<file path="src/rtl/lvt_write_scheduler.sv">
// lvt_write_scheduler
//   Shares the two write ports of an LVT multiport memory among N_REQ write
//   requesters. Arbitration is round-robin. A requester whose address matches
//   the port-0 winner is deferred rather than dropped. After reset, and on an
//   init_req pulse, every index is swept with INIT_VALUE to clear the memory and
//   its live-value array.
//   Optional feature macro: LVT_SCHED_STATS_EN adds the conflict_cnt[15:0] output.
module lvt_write_scheduler #(
  parameter int                    N_REQ       = 4,
  parameter int                    INDEX_WIDTH = 8,
  parameter int                    DATA_WIDTH  = 32,
  parameter logic [DATA_WIDTH-1:0] INIT_VALUE  = '0
) (
  input  logic                        clk,
  input  logic                        reset,
  input  logic [N_REQ-1:0]            req_valid,
  input  logic [N_REQ*INDEX_WIDTH-1:0] req_addr,
  input  logic [N_REQ*DATA_WIDTH-1:0] req_data,
  output logic [N_REQ-1:0]            req_ready,
  input  logic                        init_req,
  input  logic                        w_stall,
  output logic [1:0]                  w_en,
  output logic [2*INDEX_WIDTH-1:0]    w_addr,
  output logic [2*DATA_WIDTH-1:0]     w_data,
  output logic                        init_done
`ifdef LVT_SCHED_STATS_EN
  , output logic [15:0]               conflict_cnt
`endif
);

  localparam int PTR_W = (N_REQ > 1) ? $clog2(N_REQ) : 1;

  typedef enum logic {
    ST_INIT = 1'b0,
    ST_RUN  = 1'b1
  } state_e;

  state_e                   state_q, state_d;
  logic [INDEX_WIDTH-1:0]   cnt_q, cnt_d;
  logic [PTR_W-1:0]         rr_ptr_q, rr_ptr_d;
  logic [1:0]               w_en_q, w_en_d;
  logic [2*INDEX_WIDTH-1:0] w_addr_q, w_addr_d;
  logic [2*DATA_WIDTH-1:0]  w_data_q, w_data_d;
  logic                     init_done_q, init_done_d;

  logic                     grant_en;
  logic                     slot0_vld, slot1_vld, conflict;
  logic [PTR_W-1:0]         slot0_idx, slot1_idx;
  logic [INDEX_WIDTH-1:0]   slot0_addr;
  logic [PTR_W-1:0]         rr_next;

  assign grant_en = (state_q == ST_RUN) && !w_stall && !init_req;

  // Round-robin scan from rr_ptr: first valid wins port 0, next valid with a
  // different address wins port 1; same-address requesters seen before that are conflicts.
  always_comb begin
    int               pos;
    logic [PTR_W-1:0] idx;
    // NOTE: every variable gets a default before any branch so no latch is inferred.
    slot0_vld  = 1'b0;
    slot1_vld  = 1'b0;
    conflict   = 1'b0;
    slot0_idx  = '0;
    slot1_idx  = '0;
    slot0_addr = '0;
    pos        = 0;
    idx        = '0;
    for (int k = 0; k < N_REQ; k++) begin
      pos = int'(rr_ptr_q) + k;
      if (pos >= N_REQ) pos = pos - N_REQ;
      idx = PTR_W'(pos);
      if (req_valid[idx] && !slot1_vld) begin
        if (!slot0_vld) begin
          slot0_vld  = 1'b1;
          slot0_idx  = idx;
          slot0_addr = req_addr[idx*INDEX_WIDTH +: INDEX_WIDTH];
        end else if (req_addr[idx*INDEX_WIDTH +: INDEX_WIDTH] == slot0_addr) begin
          conflict = 1'b1;
        end else begin
          slot1_vld = 1'b1;
          slot1_idx = idx;
        end
      end
    end
  end

  // Pointer moves to one past the last granted requester.
  always_comb begin
    int nxt;
    nxt = int'(slot1_vld ? slot1_idx : slot0_idx) + 1;
    if (nxt >= N_REQ) nxt = 0;
    rr_next = PTR_W'(nxt);
  end

  // Combinational grant: only winners of the current scan see ready.
  always_comb begin
    req_ready = '0;
    if (grant_en) begin
      if (slot0_vld) req_ready[slot0_idx] = 1'b1;
      if (slot1_vld) req_ready[slot1_idx] = 1'b1;
    end
  end

  // Next-state and registered write-port outputs for the INIT sweep and RUN grants.
  always_comb begin
    state_d  = state_q;
    cnt_d    = cnt_q;
    rr_ptr_d = rr_ptr_q;
    w_en_d   = 2'b00;
    w_addr_d = w_addr_q;
    w_data_d = w_data_q;
    unique case (state_q)
      ST_INIT: begin
        if (!w_stall) begin
          w_en_d                        = 2'b01;
          w_addr_d[INDEX_WIDTH-1:0]     = cnt_q;
          w_data_d[DATA_WIDTH-1:0]      = INIT_VALUE;
          cnt_d                         = cnt_q + 1'b1;
          if (&cnt_q) state_d = ST_RUN;
        end
      end
      ST_RUN: begin
        if (init_req) begin
          state_d = ST_INIT;
          cnt_d   = '0;
        end else if (grant_en) begin
          w_en_d = {slot1_vld, slot0_vld};
          if (slot0_vld) begin
            w_addr_d[INDEX_WIDTH-1:0] = slot0_addr;
            w_data_d[DATA_WIDTH-1:0]  = req_data[slot0_idx*DATA_WIDTH +: DATA_WIDTH];
            rr_ptr_d                  = rr_next;
          end
          if (slot1_vld) begin
            w_addr_d[INDEX_WIDTH +: INDEX_WIDTH] = req_addr[slot1_idx*INDEX_WIDTH +: INDEX_WIDTH];
            w_data_d[DATA_WIDTH +: DATA_WIDTH]   = req_data[slot1_idx*DATA_WIDTH +: DATA_WIDTH];
          end
        end
      end
    endcase
    init_done_d = (state_d == ST_RUN);
  end

  // State and output registers; reset aborts any sweep or grant in flight.
  always_ff @(posedge clk or negedge reset) begin
    if (!reset) begin
      state_q     <= ST_INIT;
      cnt_q       <= '0;
      rr_ptr_q    <= '0;
      w_en_q      <= 2'b00;
      w_addr_q    <= '0;
      w_data_q    <= '0;
      init_done_q <= 1'b0;
    end else begin
      // NOTE: sequential state uses non-blocking assignment so all registers
      // sample the same pre-edge values.
      state_q     <= state_d;
      cnt_q       <= cnt_d;
      rr_ptr_q    <= rr_ptr_d;
      w_en_q      <= w_en_d;
      w_addr_q    <= w_addr_d;
      w_data_q    <= w_data_d;
      init_done_q <= init_done_d;
    end
  end

  assign w_en      = w_en_q;
  assign w_addr    = w_addr_q;
  assign w_data    = w_data_q;
  assign init_done = init_done_q;

`ifdef LVT_SCHED_STATS_EN
  logic [15:0] conflict_cnt_q, conflict_cnt_d;

  // Saturating count of RUN cycles that deferred a same-address requester.
  always_comb begin
    conflict_cnt_d = conflict_cnt_q;
    if (state_q == ST_RUN && init_req) begin
      conflict_cnt_d = '0;
    end else if (grant_en && conflict && conflict_cnt_q != 16'hFFFF) begin
      conflict_cnt_d = conflict_cnt_q + 16'd1;
    end
  end

  // Conflict counter register.
  always_ff @(posedge clk or negedge reset) begin
    if (!reset) conflict_cnt_q <= '0;
    else        conflict_cnt_q <= conflict_cnt_d;
  end

  assign conflict_cnt = conflict_cnt_q;
`else
  // Conflict detection has no consumer when statistics are compiled out.
  logic unused_conflict;
  assign unused_conflict = conflict;
`endif

endmodule

</file>
<file path="config.mk">
export PLATFORM = sky130hd
export DESIGN_NAME = lvt_write_scheduler
export DESIGN_NICKNAME = d
export VERILOG_FILES = /design/src/rtl/lvt_write_scheduler.sv
export SDC_FILE = /design/constraint.sdc
export NUM_CORES = 1
export LEC_CHECK = 0
export BUFFER_PORTS_ARGS = -buffer_cell sky130_fd_sc_hd__buf_2
export CORE_UTILIZATION = 45
export DETAILED_ROUTE_END_ITERATION = 12
export PLACE_DENSITY_LB_ADDON = 0.05
export SLEW_MARGIN = 10
export SYNTH_ARGS = -nofsm -noshare
export SYNTH_HDL_FRONTEND = slang
export SYNTH_SLANG_ARGS = --single-unit
</file>
<file path="constraint.sdc">
create_clock -name clk -period 4.9 [get_ports clk]
set_input_delay 0.49 -clock clk [delete_from_list [all_inputs] [get_ports clk]]
set_output_delay 0.49 -clock clk [all_outputs]
set_load 0.1 [all_outputs]
</file>
# Word level (Yosys, flattened, before mapping)
# Index checks and enable logic that the tools add are counted.
[op_classes]
shifts = 7
n_lt_le_gt_ge = 13
n_eq_ne = 8
add_sub_neg = 9
bitwise_logic = 3
muxes = 79
reduce_logical = 15
[ops]
columns = ["op", "n"]
rows = [
  ["$shiftx 128x8->32", 2],
  ["$shiftx 32x6->8", 5],
  ["$mux 32", 4],
  ["$mux 8", 13],
  ["$pmux 32 s2", 1],
  ["$mux 2", 24],
  ["$pmux 8 s2", 2],
  ["$eq 8x8->1", 3],
  ["$mux 1", 23],
  ["$lt 2x3->1 const B", 6],
  ["$mux 4", 4],
  ["$ge 3x3->1 const B", 4],
  ["$reduce_and 4->1", 3],
  ["$add 8x1->8 const B", 1],
  ["$bmux 1 s2", 4],
  ["$reduce_and 8->1", 1],
  ["$sub 2x1->2 const B", 4],
  ["$add 2x1->3 const B", 2],
  ["$add 2x2->3 const B", 2],
  ["$logic_and 1x1->1", 6],
  ["$ne 2x2->1 const B", 3],
  ["$demux 1 s2", 2],
  ["$ge 2x1->1 const B", 2],
  ["$logic_not 1->1", 4],
  ["7 further kinds", 9],
]
[totals]
reg_bits = 93
inputBits = 168
out_inout_bits = 87

# Logic depth before layout (Yosys ltp)
# Gate-level depths: netlist of the first run.
[logic_depth]
word_depth = 24
mapped_depth = 15
mapped_depth_nobuf = 11

# Worst setup path after synthesis of the first run
# OpenSTA, ideal clock, no wires.
[synth_timing]
path_kind = "in2out"
startpoint = "input port req_valid[3]"
endpoint = "output port req_ready[0]"
path_stages = 11
t_required_ns = 4.410
n_path_buf = 4
arrival_time_ns = 4.901
slack_ns = -0.491
path_cell_list = "clkbuf_1 mux4_2 buf_2 buf_2 ha_1 or2_2 a2111oi_0 a211oi_1 clkbuf_1 nand3_1 o21ai_0"
[synth_via]
elab_chain_len = 22
elab_cells_between_ends = 64
[synth_lines]
columns = ["element", "line", "text"]
rows = [
  ["from (decl)", "16", "input logic [N_REQ-1:0] req_valid,"],
  ["$bmux 1 s2", "72", "if (req_valid[idx] && !slot1_vld) begin"],
  ["$mux 1 (not written as such)", "72", ""],
  ["$mux 8", "72", ""],
  ["$eq 8x8->1", "77", "end else if (req_addr[idx*INDEX_WIDTH +: INDEX_WIDTH] == slot0_addr) begin"],
  ["$mux 1", "77", ""],
  ["$mux 1", "73", "if (!slot0_vld) begin"],
  ["$mux 1", "72", ""],
  ["$mux 1 / $logic_not 1->1 (equally long branches)", "77, 72", ""],
  ["(+6 left out)", "--", ""],
  ["$logic_and 1x1->1 (not written as such)", "99", "if (slot0_vld) req_ready[slot0_idx] = 1'b1;"],
  ["$mux 1 (not written as such)", "99", ""],
  ["$demux 1 s2", "99", ""],
  ["$mux 4", "99", ""],
  ["$mux 4", "98", "if (grant_en) begin"],
  ["$or 4x4->4 (no source line)", "--", ""],
  ["$mux 4 *", "100", "if (slot1_vld) req_ready[slot1_idx] = 1'b1;"],
  ["$mux 4 *", "98", ""],
  ["to (decl)", "19", "output logic [N_REQ-1:0] req_ready,"],
]
# Every way passes the cells marked *; elsewhere a longest branch is shown, timed or not. The select of a mux whose other input is x is not followed.

# Worst setup path after layout of the first run
[layout_timing]
startpoint = "register rr_ptr_q[0]"
endpoint = "output port req_ready[0]"
[layout_via]
elab_chain_len = 24
elab_cells_between_ends = 83
[layout_lines]
columns = ["element", "line", "text"]
rows = [
  ["from (decl)", "40", "logic [PTR_W-1:0] rr_ptr_q, rr_ptr_d;"],
  ["from (signal assigned)", "158", "rr_ptr_q <= rr_ptr_d;"],
  ["parallel branches: the longest is 22 deep, another holds $add 2x1->3", "--", ""],
  ["$mux 4 *", "100", ""],
  ["$mux 4 *", "98", ""],
]
# Mark *: on every way between the ends. The select of a mux whose other input is x is not followed.

==> flow_summary.json, run 1 <==
{
  "critPathMaxFanout": 48,
  "detailroute.via_count": 12391,
  "syn_inst": 1404,
  "dr.pass1.iters": 5,
  "syn_area_per_cell_um2": 7.65,
  "drc": 0,
  "syn-cell-area_um2": 10700,
  "period_share_pct": 94.9,
  "die-width_um": 157,
  "cts_sinks": 93,
  "place_inst": 1837,
  "dieArea_um2": 24500,
  "power.density_nw_per_um2": 216,
  "slew_headroom_pct": 29.3,
  "rsz0062_at_grt": "false",
  "critical_path_class": "reg2out",
  "final_cell_mix": "274 x nand2_1, 249 x buf_2, 92 x o21ai_0",
  "fp.dieH_um": 157,
  "drtIter0Drc": 1143,
  "detail-route-antenna-nets": 0,
  "io_buffers": 254,
  "clk_pin_slew_worst_paths_ns": 0.07,
  "ir_worst_vdd_mv": 0.282,
  "viasPerCell": 6.65,
  "place_ws_ns": 0.382,
  "area_growth_pct": 15.9,
  "period_needed_ns": 4.65,
  "required_ns": 4.41,
  "io_pins": 255,
  "ys_ff_latch": 93,
  "synth-main-ff-cell": "dfrtp_1",
  "post_dp_cell_area_um2": 12100,
  "hpwl_um": 24900,
  "setup.worst_path.end": "req_ready[0]",
  "ys_seq_area_share_pct": 21.7,
  "core.rowCount": 56,
  "layout_setup_ws_ns": 0.248,
  "fin_area_um2": 12500,
  "cap_violations": 0,
  "synthesis.nets": 1574,
  "drt_wl_total_um": 40300,
  "drive_gt1_share_pct": 24.3,
  "grt_remaining_overflow": 0,
  "total_power_mw": 2.69,
  "worst_setup_path_start_kind": "flip-flop",
  "grt_max_degree": 191,
  "cts_buffer_depth": 2,
  "h-tree-depth": 3,
  "fin_cells": 1863,
  "maxSlewViolCount": 0,
  "hold_class": "in2async",
  "ctsRootBufferMaster": "clkbuf_16",
  "antenna_found_initial": 11,
  "num-fill-cells": 2318,
  "clock_skew_ns": 0.0132,
  "rr_endpoint": "w_addr[10]",
  "async_flop_share_pct": 100,
  "clkLatencyLatePin_ns": 0.37,
  "cts_made_buffers": 9,
  "finalSetupViolCount": 0,
  "p_leak_nw": 4.85,
  "synth.distinct_cells": 66,
  "grtUsageTotal_pct": 32.6,
  "ff2ff_path_depth": 12,
  "place_congestion": 0.871,
  "r2r_start": "rr_ptr_q[0]",
  "finish.utilization_pct": 53.0,
  "crit_arrival_ns": 4.16,
  "startpoint": "rr_ptr_q[0]",
  "start_util_pct": 45.8,
  "holdWs_ns": 0.230,
  "wl_per_cell_um": 21.6,
  "fmax_mhz": 215,
  "coreArea_um2": 23500,
  "final_common_cell": "nand2_1",
  "end_kind": "primary output",
  "hold_violations": 0,
  "status": "complete, no violations",
  "grt_pass1_wl_um": 62900,
  "synth_edf_count": 0,
  "tightest_slew_ns": 1.06,
  "setup_tns_ns": 0,
  "ff2ff_setup_slack_ns": 0.52,
  "fin_nets": 1699,
  "cts_tree": "yes",
  "yosys_warnings": 0,
  "grt_pass1_vias": 11275
}
## final cells by class
type                       instances  area [µm²]  share of cell area (%)
clock buffer                      10         239                    1.92
tap                              319         399                    3.21
multi-input combinational       1133        7720                    62.0
sequential                        93        2330                    18.8
inverter                           4        15.0                   0.121
clock inverter                     6         100                   0.804
antenna                           10        25.0                   0.201
timing repair buffer             288        1610                    13.0
## registers in the layout, indices dropped and copies added, names as in the netlist
register,count
w_addr,16
rr_ptr_q,2
cnt_q,8
init_done,1
w_data,64
w_en,2
## synthesized netlist by cell type, types with 43 or more instances
library cell	count	area (µm²)
nand3_1	73	365
a311oi_1	64	561
o21ai_0	93	465
mux2i_1	82	821
nor4_1	68	425
dfrtp_1	93	2330
clkbuf_1	110	413
nor2_1	51	191
nand2_1	275	1030
buf_2	43	215
nand4_1	47	294
o31ai_1	67	503
o221ai_1	72	631
## layer usage
layer / GRT usage (%) / vias up / part of all wire [%]
li1: - / 5761 / -
met1: 44.8 / 5991 / 44
met2: 50.1 / 550 / 46
met3: 5.59 / 85 / 7.7
met4: 14.0 / 4 / 2.9
met5: 0 / - / 0.067
## worst min-delay path by stage
stage                          from  slack (ns)  depth (start not counted)          to
after global routing          reset        0.32                          1  w_addr[11]
after global placement    w_addr[0]        0.46                          2   w_addr[0]
after CTS                     reset        0.29                          1  w_addr[11]
after detailed placement  w_addr[0]        0.47                          2   w_addr[0]
after floorplan               reset        0.19                          0    cnt_q[0]
final                         reset        0.23                          1  w_addr[11]
## cells by family (layout without fill, tap and decap cells)
kind of cell | count (synthesis) | count (layout) | synth area share (%)
AOI/OAI and AO/OA | 437 | 437 | 29.8
adders and majority gates | 2 | 2 | 0.233
other | 0 | 10 | 0
buffers and inverters | 178 | 308 | 7.31
DFF | 93 | 93 | 21.7
xor gates and xnor gates | 11 | 11 | 0.897
and+or+nand+nor | 566 | 566 | 25.4
muxes | 117 | 117 | 14.8
## worst max-delay path: stages (launching register included)
cell and delay (ns):
dfrtp_4 0.59, buf_12 0.30, mux4_2 0.62, nor4bb_1 0.18
a22oi_1 0.13, a22oi_1 0.13, a211oi_4 0.57, buf_4 0.58
a221oi_4 0.14, nand4_1 0.20, o21ai_1 0.15, buf_12 0.19
## report_power, final
group	switching [mW]	leakage [nW]	internal, mW
combinational	0.680	3.41	0.306
sequential	0.0516	1.27	0.816
clock	0.363	0.168	0.473
total	1.09	4.85	1.60
## what timing repair did
action                                  4_1_cts  5_1_grt
hold buffers                                  0        0
setup buffers                                 0        0
endpoints found under the setup margin        1        4
pin swaps                                     0        1
gates resized for setup                       1        4
(Power assumes the default switching activity.)
==> run 2, diff against run 1 <==
--- a/config.mk
+++ b/config.mk
@@ -8,2 +8,3 @@
 export BUFFER_PORTS_ARGS = -buffer_cell sky130_fd_sc_hd__buf_2
+export CAP_MARGIN = 10
 export CORE_UTILIZATION = 45
--- a/constraint.sdc
+++ b/constraint.sdc
@@ -3,2 +3,2 @@
 set_output_delay 0.49 -clock clk [all_outputs]
-set_load 0.1 [all_outputs]
+set_load 0.005 [all_outputs]
==> run 2 against run 1 <==
- setup slack worse by 0.014 ns
- sequential cell count is the same
- first-iteration DRC count grew 7.1%
- non-clock buffer count grew 3
- wire length increased by 1.2%
- global-route usage about the same
- utilization decreased by 0.35 points
==> flow_summary.json, run 2 (synthesis results as in run 1) <==
{
  "p_int_mw": 1.48,
  "cap_violations": 0,
  "clkLatencyLatePin_ns": 0.37,
  "status": "complete, no violations",
  "crit_arrival_ns": 4.18,
  "drtIter0Drc": 1224,
  "period_share_pct": 95.2,
  "grtUsageTotal_pct": 32.6,
  "rsz0062_at_grt": "false",
  "period_needed_ns": 4.67,
  "finish.utilization_pct": 52.7,
  "setup_tns_ns": 0,
  "critical_path_class": "reg2out",
  "drc": 0,
  "io_buffers": 254,
  "largest_reg_flops": 64,
  "drt_wl_total_um": 40800,
  "critPathMaxFanout": 21,
  "fmax_mhz": 214,
  "end_kind": "primary output",
  "grt_max_degree": 88,
  "place_congestion": 0.931,
  "wl_per_cell_um": 21.9,
  "tightest_slew_ns": 1.04,
  "h-tree-depth": 3,
  "final_cell_mix": "274 x nand2_1, 253 x buf_2, 93 x o21ai_0",
  "antenna_found_initial": 8,
  "maxSlewViolCount": 0,
  "grt_remaining_overflow": 0,
  "sw_frac_of_total_pct": 39.2,
  "core.rowCount": 56,
  "fp.dieH_um": 157,
  "cts_sinks": 93,
  "cts_hold_buf": 0,
  "ir_worst_vdd_mv": 0.152,
  "cts_made_buffers": 9,
  "cts_tree": "yes",
  "pwr-share-clk_pct": 30.4,
  "power.density_nw_per_um2": 197,
  "coreArea_um2": 23500,
  "detailroute.via_count": 12563,
  "p_sw_mw": 0.956,
  "dr.pass1.iters": 6,
  "hold_violations": 0,
  "slew_headroom_pct": 30.8,
  "p_seq_share_pct": 35.5,
  "fin_nets": 1702,
  "p_leak_nw": 4.82,
  "detail-route-antenna-nets": 0,
  "worst_setup_path_start_kind": "flip-flop",
  "grt_pass1_vias": 11036,
  "clk_pin_slew_worst_paths_ns": 0.08,
  "drive_gt1_share_pct": 24.5,
  "ctsRootBufferMaster": "clkbuf_16",
  "die-width_um": 157,
  "finalSetupViolCount": 0,
  "dieArea_um2": 24500,
  "cts_buffer_depth": 2,
  "hold_class": "in2async",
  "required_ns": 4.41,
  "final_common_cell": "nand2_1",
  "hpwl_um": 25500,
  "holdWs_ns": 0.195,
  "start_util_pct": 45.8,
  "io_pins": 255,
  "viasPerCell": 6.74,
  "clock_skew_ns": 0.0180,
  "grt_pass1_wl_um": 63200,
  "p_comb_share_pct": 34.1,
  "area_growth_pct": 15.1
}
-- run 2: cell type report --
cell class                 instances  area (µm²)
multi-input combinational       1133        7730
fill                            2306       11100
sequential                        93        2330
tap                              319         399
timing repair buffer             291        1580
clock inverter                     7        66.3
inverter                           4        17.5
antenna                            8        20.0
clock buffer                       9         225
-- run 2: routing by layer --
layer | vias up | routed length, µm | GRT usage, %
li1 | 5772 | - | -
met4 | 2 | 985 | 10.4
met5 | - | 13 | 0
met3 | 78 | 3110 | 5.62
met2 | 591 | 19000 | 51.8
met1 | 6120 | 17600 | 44.9
-- run 2: what timing repair did --
item / CTS / global route
buffers inserted: 0 / 3
setup endpoints to repair: 0 / 12
gates resized for setup: 0 / 8
-- run 2: worst paths after layout --
kind                            slack [ns]  depth (start not counted)        start      endpoint
min in group clk                      0.48                          2    w_addr[5]     w_addr[5]
worst min-delay path                  0.19                          1        reset    w_addr[14]
max in group asynchronous             3.56                          2        reset   rr_ptr_q[1]
worst min register to register        0.48                          2    w_addr[5]     w_addr[5]
worst max-delay path                  0.23                         12  rr_ptr_q[1]  req_ready[2]
worst max register to register        0.53                         12  rr_ptr_q[0]    w_data[12]
-- run 2: through the flow --
step	cells	worst slack (ns)	area [µm²]	power (mW)
3_5_place_dp	1837	0.254	12000	1.70
5_1_grt	1860	0.00481	12400	2.56
3_3_place_gp	1837	0.315	12000	1.68
6_report	1864	0.234	12400	2.44
2_1_floorplan	1404	1.21	10700	1.38
4_1_cts	1853	0.00363	12300	2.43
-- run 2: critical path, stage by stage (launching register included) --
cell and delay, ns:
dfrtp_4 0.61, buf_4 0.27, or4b_4 0.57, a21oi_4 0.30, o21ai_1 0.17, and3_1 0.19, nor4_1 0.35, and4_2 0.35
nor3_1 0.10, a221o_2 0.41, nor2_1 0.17, o22ai_1 0.14, buf_2 0.19
-- run 2: power groups by stage --
| stage | Sequential, mW | Clock, mW | Combinational (mW) |
|---|---|---|---|
| global placement | 0.881 | 0 | 0.800 |
| floorplan | 0.872 | 0 | 0.511 |
| finish | 0.867 | 0.742 | 0.831 |
| global route | 0.875 | 0.778 | 0.911 |
| detailed placement | 0.883 | 0 | 0.812 |
| CTS | 0.868 | 0.750 | 0.815 |
